[src/rtl/awb_pkg.sv]
// Shared types and constants for the AWB gain computation and pixel gain path.
// Gains are Q8.8; pixels are 8-bit unsigned.
package awb_pkg;

  localparam int PIX_W  = 8;
  localparam int GAIN_W = 16;

  localparam logic [GAIN_W-1:0] GAIN_UNITY = 16'h0100;
  localparam logic [15:0]       DIV3_MUL   = 16'h5556;

  typedef enum logic [2:0] {
    ST_IDLE,
    ST_SUM,
    ST_DIV,
    ST_MUL_R,
    ST_MUL_G,
    ST_MUL_B,
    ST_DONE
  } gain_state_t;

  // Input is the product already shifted down by 8; clamp to the pixel range.
  function automatic logic [PIX_W-1:0] sat_pix(input logic [15:0] i_o);
    if (i_o > 16'd255) begin
      return 8'hFF;
    end
    return i_o[7:0];
  endfunction

endpackage

[src/rtl/awb_gain_apply_recip.sv]
// Reciprocal ROM: floor(65536/n) in 16 bits, with recip(0)=0 and recip(1)=0xFFFF.
// Purely combinational; contents are fixed at elaboration.
module awb_gain_apply_recip (
  input  logic [7:0]  i_n,
  output logic [15:0] o_recip
);

  logic [15:0] w_rom [256];

  for (genvar gi = 0; gi < 256; gi++) begin : g_rom
    if (gi == 0) begin : g_zero
      assign w_rom[gi] = 16'h0000;
    end else if (gi == 1) begin : g_one
      assign w_rom[gi] = 16'hFFFF;
    end else begin : g_div
      assign w_rom[gi] = 16'(65536 / gi);
    end
  end

  assign o_recip = w_rom[i_n];

endmodule

[src/rtl/awb_gain_apply.sv]
// Gray-world AWB gains via a sequential FSM (one shared reciprocal ROM), applied to
// RGB888 pixels in a 2-cycle saturating pipeline; gain sets swap only on a vsync rise.
module awb_gain_apply
  import awb_pkg::*;
(
  input  logic              clk,
  input  logic              rst,
  input  logic              stat_valid,
  input  logic [PIX_W-1:0]  r_avg,
  input  logic [PIX_W-1:0]  g_avg,
  input  logic [PIX_W-1:0]  b_avg,
  output logic              gain_busy,
  output logic              gain_valid,
  output logic [GAIN_W-1:0] r_gain,
  output logic [GAIN_W-1:0] g_gain,
  output logic [GAIN_W-1:0] b_gain,
  input  logic              per_frame_vsync,
  input  logic              per_frame_href,
  input  logic              per_frame_clken,
  input  logic [PIX_W-1:0]  per_img_r,
  input  logic [PIX_W-1:0]  per_img_g,
  input  logic [PIX_W-1:0]  per_img_b,
  output logic              post_frame_vsync,
  output logic              post_frame_href,
  output logic              post_frame_clken,
  output logic [PIX_W-1:0]  post_img_r,
  output logic [PIX_W-1:0]  post_img_g,
  output logic [PIX_W-1:0]  post_img_b
);

  gain_state_t       r_state;
  logic [PIX_W-1:0]  r_lat_r, r_lat_g, r_lat_b;
  logic [9:0]        r_sum;
  logic [7:0]        r_k;
  logic [GAIN_W-1:0] r_calc_r, r_calc_g, r_calc_b;
  logic [GAIN_W-1:0] r_shd_r, r_shd_g, r_shd_b;
  logic [GAIN_W-1:0] r_act_r, r_act_g, r_act_b;
  logic              r_pending;
  logic              r_busy;
  logic              r_gain_valid;
  logic              r_vs_d;

  logic [PIX_W-1:0]  w_sel_avg;
  logic [15:0]       w_recip;
  logic [7:0]        w_k;
  logic [GAIN_W-1:0] w_gain;
  logic              w_vs_rise;

  // Multiply by 0x5556 and keep bits [23:16]: exact floor(sum/3) over 0..765.
  assign w_k = 8'((26'(r_sum) * 26'(DIV3_MUL)) >> 16);

  always_comb begin
    w_sel_avg = r_lat_b;
    case (r_state)
      ST_MUL_R: w_sel_avg = r_lat_r;
      ST_MUL_G: w_sel_avg = r_lat_g;
      default:  w_sel_avg = r_lat_b;
    endcase
  end

  awb_gain_apply_recip recip (
    .i_n     (w_sel_avg),
    .o_recip (w_recip)
  );

  // K <= 255 and recip <= 0xFFFF, so the Q8.8 result always fits in 16 bits.
  assign w_gain = (w_sel_avg == '0) ? GAIN_UNITY
                                    : 16'((24'(r_k) * 24'(w_recip)) >> 8);

  always_ff @(posedge clk) begin
    if (rst) begin
      r_state      <= ST_IDLE;
      r_lat_r      <= '0;
      r_lat_g      <= '0;
      r_lat_b      <= '0;
      r_sum        <= '0;
      r_k          <= '0;
      r_calc_r     <= GAIN_UNITY;
      r_calc_g     <= GAIN_UNITY;
      r_calc_b     <= GAIN_UNITY;
      r_shd_r      <= GAIN_UNITY;
      r_shd_g      <= GAIN_UNITY;
      r_shd_b      <= GAIN_UNITY;
      r_busy       <= 1'b0;
      r_gain_valid <= 1'b0;
    end else begin
      r_gain_valid <= 1'b0;
      case (r_state)
        ST_IDLE: begin
          if (stat_valid) begin
            r_lat_r <= r_avg;
            r_lat_g <= g_avg;
            r_lat_b <= b_avg;
            r_busy  <= 1'b1;
            r_state <= ST_SUM;
          end
        end
        ST_SUM: begin
          r_sum   <= 10'(r_lat_r) + 10'(r_lat_g) + 10'(r_lat_b);
          r_state <= ST_DIV;
        end
        ST_DIV: begin
          r_k     <= w_k;
          r_state <= ST_MUL_R;
        end
        ST_MUL_R: begin
          r_calc_r <= w_gain;
          r_state  <= ST_MUL_G;
        end
        ST_MUL_G: begin
          r_calc_g <= w_gain;
          r_state  <= ST_MUL_B;
        end
        ST_MUL_B: begin
          r_calc_b     <= w_gain;
          r_gain_valid <= 1'b1;
          r_state      <= ST_DONE;
        end
        ST_DONE: begin
          r_shd_r <= r_calc_r;
          r_shd_g <= r_calc_g;
          r_shd_b <= r_calc_b;
          r_busy  <= 1'b0;
          r_state <= ST_IDLE;
        end
        default: r_state <= ST_IDLE;
      endcase
    end
  end

  assign w_vs_rise = per_frame_vsync & ~r_vs_d;

  // A DONE coinciding with a vsync rise applies the previous shadow and keeps the new one pending.
  always_ff @(posedge clk) begin
    if (rst) begin
      r_vs_d    <= 1'b0;
      r_pending <= 1'b0;
      r_act_r   <= GAIN_UNITY;
      r_act_g   <= GAIN_UNITY;
      r_act_b   <= GAIN_UNITY;
    end else begin
      r_vs_d <= per_frame_vsync;
      if (w_vs_rise && r_pending) begin
        r_act_r <= r_shd_r;
        r_act_g <= r_shd_g;
        r_act_b <= r_shd_b;
      end
      if (r_state == ST_DONE) begin
        r_pending <= 1'b1;
      end else if (w_vs_rise) begin
        r_pending <= 1'b0;
      end
    end
  end

  logic [15:0] r_p_r, r_p_g, r_p_b;
  logic [2:0]  r_sync1;
  logic [2:0]  r_sync2;
  logic [PIX_W-1:0] r_out_r, r_out_g, r_out_b;

  // Stage 1 keeps only bits [23:8] of the 24-bit product; the low byte is never observed.
  always_ff @(posedge clk) begin
    if (rst) begin
      r_p_r   <= '0;
      r_p_g   <= '0;
      r_p_b   <= '0;
      r_sync1 <= '0;
      r_sync2 <= '0;
      r_out_r <= '0;
      r_out_g <= '0;
      r_out_b <= '0;
    end else begin
      r_p_r   <= 16'((24'(per_img_r) * 24'(r_act_r)) >> 8);
      r_p_g   <= 16'((24'(per_img_g) * 24'(r_act_g)) >> 8);
      r_p_b   <= 16'((24'(per_img_b) * 24'(r_act_b)) >> 8);
      r_sync1 <= {per_frame_vsync, per_frame_href, per_frame_clken};
      r_out_r <= sat_pix(r_p_r);
      r_out_g <= sat_pix(r_p_g);
      r_out_b <= sat_pix(r_p_b);
      r_sync2 <= r_sync1;
    end
  end

  assign gain_busy        = r_busy;
  assign gain_valid       = r_gain_valid;
  assign r_gain           = r_shd_r;
  assign g_gain           = r_shd_g;
  assign b_gain           = r_shd_b;
  assign post_frame_vsync = r_sync2[2];
  assign post_frame_href  = r_sync2[1];
  assign post_frame_clken = r_sync2[0];
  assign post_img_r       = r_out_r;
  assign post_img_g       = r_out_g;
  assign post_img_b       = r_out_b;

endmodule

[config.mk]
export PLATFORM = sky130hd
export DESIGN_NAME = awb_gain_apply
export DESIGN_NICKNAME = d
export VERILOG_FILES = /design/src/rtl/awb_pkg.sv /design/src/rtl/awb_gain_apply_recip.sv /design/src/rtl/awb_gain_apply.sv
export SDC_FILE = /design/constraint.sdc
export NUM_CORES = 2
export LEC_CHECK = 0
export ABC_AREA = 1
export CORE_ASPECT_RATIO = 0.5
export CORE_MARGIN = 4
export CORE_UTILIZATION = 60
export DETAILED_ROUTE_END_ITERATION = 7
export PLACE_DENSITY = 0.86
export SLEW_MARGIN = 10
export SYNTH_ARGS = -nofsm -noshare
export SYNTH_HDL_FRONTEND = slang
export SYNTH_SLANG_ARGS = --single-unit
[constraint.sdc]
create_clock -name clk -period 9.4 [get_ports clk]
set_input_delay 0.94 -clock clk [delete_from_list [all_inputs] [get_ports clk]]
set_output_delay 0.94 -clock clk [all_outputs]
set_load 0.05 [all_outputs]
# After elaboration in Yosys (flattened, before gate mapping)
# Memory sizes are Yosys's and may differ from the RTL's.
# Cells that the tools add are included.
op_classes:
  n_addsub: 2
  mul: 5
  reduce_logical: 7
  n_bitwise: 3
  muxes: 23
  magnitude_cmp: 4
  n_eq_ne: 7
op_table:
  columns: ["op", "n"]
  rows:
  - ["8-bit by 16-bit multiplier with 24-bit output", 4]
  - ["16-bit by 8-bit > comparator with 1-bit output (second input constant)", 3]
  - ["16-bit 2-to-1 mux", 3]
  - ["8-bit 2-to-1 mux", 6]
  - ["10-bit by 14-bit multiplier with 23-bit output (second input constant)", 1]
  - ["3-bit case mux with 6 select lines", 1]
  - ["8-bit case mux with 2 select lines", 1]
  - ["9-bit by 8-bit adder with 10-bit output", 1]
  - ["1-bit 2-to-1 mux", 10]
  - ["8-bit by 8-bit adder with 9-bit output", 1]
  - ["3-bit equality test (second input constant)", 3]
  - ["9-bit >= comparator (second input constant)", 1]
  - ["8-bit NOT with 9-bit output", 1]
  - ["8-bit zero test", 1]
  - ["3-bit by 2-bit equality test with 1-bit output (second input constant)", 2]
  - ["2-bit AND reduction", 2]
  - ["2-bit nonzero test", 2]
  - ["3-bit by 1-bit equality test with 1-bit output (second input constant)", 1]
  - ["3-bit zero test", 1]
  - ["3-bit 2-to-1 mux", 1]
  - ["2-bit != test (second input constant)", 1]
  - ["1-bit case mux with 2 select lines", 1]
  - ["1-bit bitwise AND", 1]
  - ["1-bit logical AND", 1]
  - ["1-bit NOT", 1]
totals:
  word_cells: 79
  mem_bits_ro: 4096
  reg_bits: 271
  mem_count: 1
mem_list:
  columns: ["name", "depth", "width", "read_ports", "rd_clocked_by_memory_dff", "write_ports", "line_no", "source"]
  rows:
  - ["(name not given)", 256, 16, 1, 0, 0, "awb_gain_apply_recip.sv:20", "assign o_recip = w_rom[i_n];"]

# Logic depth before layout (Yosys ltp)
depth:
  depth_word: 8
  depth_mapped: 40
  ltp_nobuf: 38

# Cells and area by module
# From an unflattened synthesis, not the netlist that was laid out.
hier_totals:
  hier_cells: 4478
  area_unflattened_um2: 31282.5
modules_own_cells:
  columns: ["module", "n_inst", "seq_area_each_um2", "area_each_um2", "cells_each"]
  rows:
  - ["awb_gain_apply", 1, 5405.2, 28559.9, 3876]
  - ["awb_gain_apply_recip", 1, 0.0, 2722.6, 602]

# Least setup slack after synthesis
# No wires, ideal clock.
synth_timing:
  path_type: "flip-flop to flip-flop"
  start: "reg r_state[0]"
  end: "reg r_calc_r[10]"
  slack_ns: 3.042
  setup_time_ns: 0.128
  t_arrival_ns: 6.230
  path_buffers: 2
  required_time_ns: 9.272
  stages_incl_launch_ff: 34
  cell_sequence: "dfxtp_1 buf_4 nor2_4 nand2_2 buf_4 nand3_1 nand3_1 ha_1 nand4_1 nand3_1 o21ai_0 a221oi_1 a211oi_1 a21oi_1 nand2_1 inv_1 nand2_1 fa_1 fa_1 inv_1 fa_1 inv_1 fa_1 inv_1 ha_1 a21oi_1 o21ai_0 a21oi_1 nand2_1 nand2_1 nand2_1 or2_1 nand3_2 a21oi_1"
synth_via:
  elab_chain_cells: 8
  word_cells_on_any_way: 10
  classes_between: "1 x mul; 2 x eq/ne; 4 x mux; 1 x bitwise; 1 x reduce/logical; 1 x memory"
synth_rtl:
  columns: ["element", "line_no", "source"]
  rows:
  - ["start, declared", "awb_gain_apply.sv:31", "gain_state_t r_state;"]
  - ["start signal, assigned", "awb_gain_apply.sv:72", "r_state <= ST_IDLE;"]
  - ["start signal, assigned", "awb_gain_apply.sv:95", "r_state <= ST_SUM;"]
  - ["start signal, assigned", "awb_gain_apply.sv:100", "r_state <= ST_DIV;"]
  - ["3-bit equality test or 3-bit by 2-bit equality test with 1-bit output (tied branches)", "awb_gain_apply.sv:54, awb_gain_apply.sv:88", null]
  - ["8-bit case mux with 2 select lines", "awb_gain_apply.sv:54", "case (r_state)"]
  - ["8-bit NOT with 9-bit output (implied by the code)", "awb_gain_apply_recip.sv:20", null]
  - ["memory 256 x 16 bit", null, null]
  - ["16-bit 2-to-1 mux (implied by the code) (2 in series)", "awb_gain_apply_recip.sv:20", null]
  - ["8-bit by 16-bit multiplier with 24-bit output", "awb_gain_apply.sv:68", ": 16'((24'(r_k) * 24'(w_recip)) >> 8);"]
  - ["16-bit 2-to-1 mux", "awb_gain_apply.sv:67", "assign w_gain = (w_sel_avg == '0) ? GAIN_UNITY"]
  - ["end signal, assigned", "awb_gain_apply.sv:107", "r_calc_r <= w_gain;"]
  - ["end, declared", "awb_gain_apply.sv:35", "logic [GAIN_W-1:0] r_calc_r, r_calc_g, r_calc_b;"]
# Several ways; a longest one is shown, not always the timed one. The select of a mux whose other input is x is not followed.
# A chain may end at the register's enable or synchronous reset.

# Final worst setup path
layout_timing:
  start: "reg r_state[0]"
  end: "reg r_calc_g[14]"
layout_via:
  elab_chain_cells: 8
  word_cells_on_any_way: 10
  classes_between: "1 x mul; 2 x eq/ne; 4 x mux; 1 x bitwise; 1 x reduce/logical; 1 x memory"
layout_rtl:
  columns: ["element", "line_no", "source"]
  rows:
  - ["3-bit equality test or 3-bit by 2-bit equality test with 1-bit output (tied branches)", "awb_gain_apply.sv:54, awb_gain_apply.sv:88", null]
  - ["8-bit case mux with 2 select lines", "awb_gain_apply.sv:54", null]
  - ["8-bit NOT with 9-bit output (implied by the code)", "awb_gain_apply_recip.sv:20", null]
  - ["memory 256 x 16 bit", null, null]
  - ["16-bit 2-to-1 mux (implied by the code) (2 in series)", "awb_gain_apply_recip.sv:20", null]
  - ["8-bit by 16-bit multiplier with 24-bit output", "awb_gain_apply.sv:68", null]
  - ["16-bit 2-to-1 mux", "awb_gain_apply.sv:67", null]
  - ["end signal, assigned", "awb_gain_apply.sv:111", "r_calc_g <= w_gain;"]
  - ["end, declared", "awb_gain_apply.sv:35", null]
# Several ways; a longest one is shown, not always the timed one. The select of a mux whose other input is x is not followed.

==> run summary <==
Post_cts resized: 0
Flop-to-flop setup slack: 1.31 ns
Highest Clock Rate: 123.6 MHz
Worst-Margin Slew: 1.136 ns
Asr flop ratio synth: 0%
Via count: 25.85k
Synth Instances: 3,879
Post-synth top area share: 25.71%
Post-DP HPWL: 63.67 mm
Core Region: 47,230 sq um
Pre-antenna DRT Iters: 6
WHS: 0.4031 ns
Hold Path Class: reg -> reg
Antenna-violating nets left: 0
Synth Area in Compound Gates: 12.43%
Slowest-stage cell, CP: nor2_4
# DRC: 0
Post-CTS Setup Inserts: 0
Total wire length: 82.99 mm
Metal-1 WL: 32.72 mm
Adder-Cell Fraction of Synth Area: 36.33%
Final hold violations: 0
Max FO, Critical Path: 35
Cts bufs inserted: 26
Total Routing Usage GR: 31.92%
Met3 wire length: 7.157 mm
Die Wd: 318.3 microns
Delay of the slowest cell on the worst path: 0.59 ns
Critical path arrival: 8.59 ns
H-tree levels: 1
Number of global-route vias before repair: 26.12k
CTS tree: done
Setup crit start kind: flop
Primary FF master, synth: dfxtp_1
Clk slew on worst S/H paths: 0.07 ns
Power per cell area: 133.7 nW/um^2
Share of cells above drive strength 1: 2.998%
Max-cap violations: 0
Clock sink count: 270
VDD IR-drop max: 108.4 uV
Critical Path RT: 9.89 ns
Syn Std Cell Area: 28,880 sq um
Distinct cells, synth: 56
Clk_skew: 0.02225 ns
First-pass GRT wire length: 135.5 mm
Area added between synthesis and finish: 7.906%
Main area contributors after synthesis: fa_1 26%, dfxtp_1 19%, nand2_1 11%
# rows: 56
Slew Viols, Final: 0
Leakage: 15.91 nW
Met2 WL post-DR: 37.90 mm
DR top layer: met4
Seq/Total Area, Yosys: 18.71%
CTS Hold Bufs: 0
Largest net degree at the start of global routing: 93
Initial DRC Count: 2,611
Tcrit/Tclk final: 86.09%
Largest family of logic cells by synthesized area: adder cells
Initial Utilization: 61.16%
Outcome: complete, no violations
Register bit total from synthesis: 270
Syn. warnings: 0
Setup TNS: 0 ns
Setup CP Type: reg -> reg
R2R cell count: 31
Drt wl/cell: 18.41 microns
Post-Synth Simple-Gate Area: 19.04%
Nets: 4,521
Longest Clk Path Bufs: 3
# port buffers: 130
Share of synthesized area spent on multiplexers: 0%
Worst r2r dst: r_calc_g[14]
RSZ-0062 raised after global routing: no
Synth area leader: fa_1
CTS Root Cell: clkbuf_16
XOR/XNOR share of the synthesized area: 0.7277%
Setup violation total in the final timing report: 0
Num ports: 131
Via density: 5.736
CP endpoint kind: flop
Critical Path End: r_calc_g[14]
Syn_nets: 4,549
Clock period minus worst slack: 8.093 ns
Skew-Pair Late Insertion Delay: 0.58 ns
# diodes: 0
EDFF count, synth: 0
R2R Path Start: r_state[0]
Total grt overflow: 0
Worst Setup SP: r_state[0]
Initial antenna violation count: 0
Gpl congestion: 1.058
Die area: 51,930 sq um
Slew headroom: 23.68%
Syn avg cell area: 7.446 sq um
Die Height: 163.1 microns
## logic make-up after synthesis
group                    Yosys count
AO/OA/AOI/OAI                    657
XOR/XNOR                          24
adder cells (fa/ha/maj)          616
buffers and inverters            964
flip-flops                       270
AND/OR/NAND/NOR                 1348
## layout make-up
cell class | count | area, sq um
Fill cell | 3802 | 16060
Multi-Input combinational cell | 2645 | 19810
Clock inverter | 13 | 140.1
Clock buffer | 33 | 748.2
Sequential cell | 270 | 5405
Timing Repair Buffer | 141 | 1381
Tap cell | 638 | 798.3
Inverter | 767 | 2882
## metrics by stage
stage / area [sq um] / cells / setup WS (ns) / util (%) / total power (W)
final: 31170 / 4507 / 1.307 / 66.00 / 0.004166
after global routing: 31170 / 4507 / 0.7614 / 66.00 / 0.004397
after CTS: 31170 / 4507 / 1.512 / 66.00 / 0.004121
after detailed placement: 30280 / 4461 / 1.530 / 64.12 / 0.003019
after global placement: 30280 / 4461 / 1.649 / 64.12 / 0.002984
after floorplan: 28880 / 3879 / 3.042 / - / 0.002495
## routing by layer
layer  vias to the layer above  global-route usage (%)
li1                      11920                       -
met1                     12300                   40.66
met2                      1334                   53.21
met3                       301                   4.941
met4                         0                   16.85
met5                         -                       0
## Yosys cell counts (4+ instances only)
library cell / number
nand2_1: 846
inv_1: 755
fa_1: 371
a21oi_1: 302
nor2_1: 300
dfxtp_1: 270
ha_1: 245
o21ai_0: 232
clkbuf_1: 170
nand3_1: 110
nand4_1: 25
o211ai_1: 17
a31oi_1: 14
nor3_1: 14
xor2_1: 13
nand2_2: 12
inv_2: 11
o21ai_1: 11
o21bai_1: 11
xnor2_1: 11
buf_2: 9
nor4_1: 9
buf_1: 8
o21a_1: 8
a211oi_1: 7
nand3_2: 7
o2111ai_1: 6
o31ai_1: 6
a21boi_0: 5
a21o_1: 5
a21oi_2: 5
buf_4: 5
buf_6: 5
nor2_4: 5
o311ai_0: 5
a221oi_1: 4
o22ai_1: 4
or2_2: 4
## how the worst min path moves through the flow
stage	start	to	slack, ns	cells past startpoint
after floorplan	r_sync1[0]	r_sync2[0]	0.39	2
after global placement	r_sync1[0]	r_sync2[0]	0.39	2
after detailed placement	r_sync1[1]	r_sync2[1]	0.39	2
after CTS	r_sync1[1]	r_sync2[1]	0.40	2
after global routing	r_sync1[0]	r_sync2[0]	0.41	2
final	r_sync1[1]	r_sync2[1]	0.40	2
## registers in the layout, indices dropped and copies added (netlist names), 10 cells and up
name / cells
b_gain: 16
g_gain: 16
r_act_b: 16
r_act_g: 16
r_act_r: 16
r_calc_b: 16
r_calc_g: 16
r_calc_r: 16
r_gain: 16
r_p_b: 16
r_p_g: 16
r_p_r: 16
r_sum: 10
## worst max-delay path: cells and delay by family, from the launching register on
family,cells,cell delay (ns)
flops,1,0.55
buf+inv,6,0.50
simple gates,11,2.44
fa+ha+maj,6,2.81
compound gates,8,1.71
## power breakdown
| group | internal, W | switching [W] |
|---|---|---|
| logic | 0.000563 | 0.00125 |
| registers | 0.00119 | 0.0000547 |
| clock network | 0.000622 | 0.000486 |
## layout by cell type, fill, tap and decap left out, types with 6 or more instances in the layout
cell             count
o21ai_1             11
a21oi_1            302
nor2_1             298
o211ai_1            17
ha_1               245
xnor2_1             11
nor2_4               6
xor2_1              13
nand3_1            108
dfxtp_1            270
inv_2               11
inv_1              755
buf_4               12
o21ai_0            232
nand4_1             25
nor4_1               9
o21a_1               8
clkbuf_16           27
nor3_1              14
clkdlybuf4s50_1    129
a211oi_1             7
fa_1               371
o21bai_1            11
o31ai_1              6
o2111ai_1            6
nand2_2             12
nand3_2              9
nand2_1            846
a31oi_1             14
Note: power is estimated with default switching activity, not from simulation.
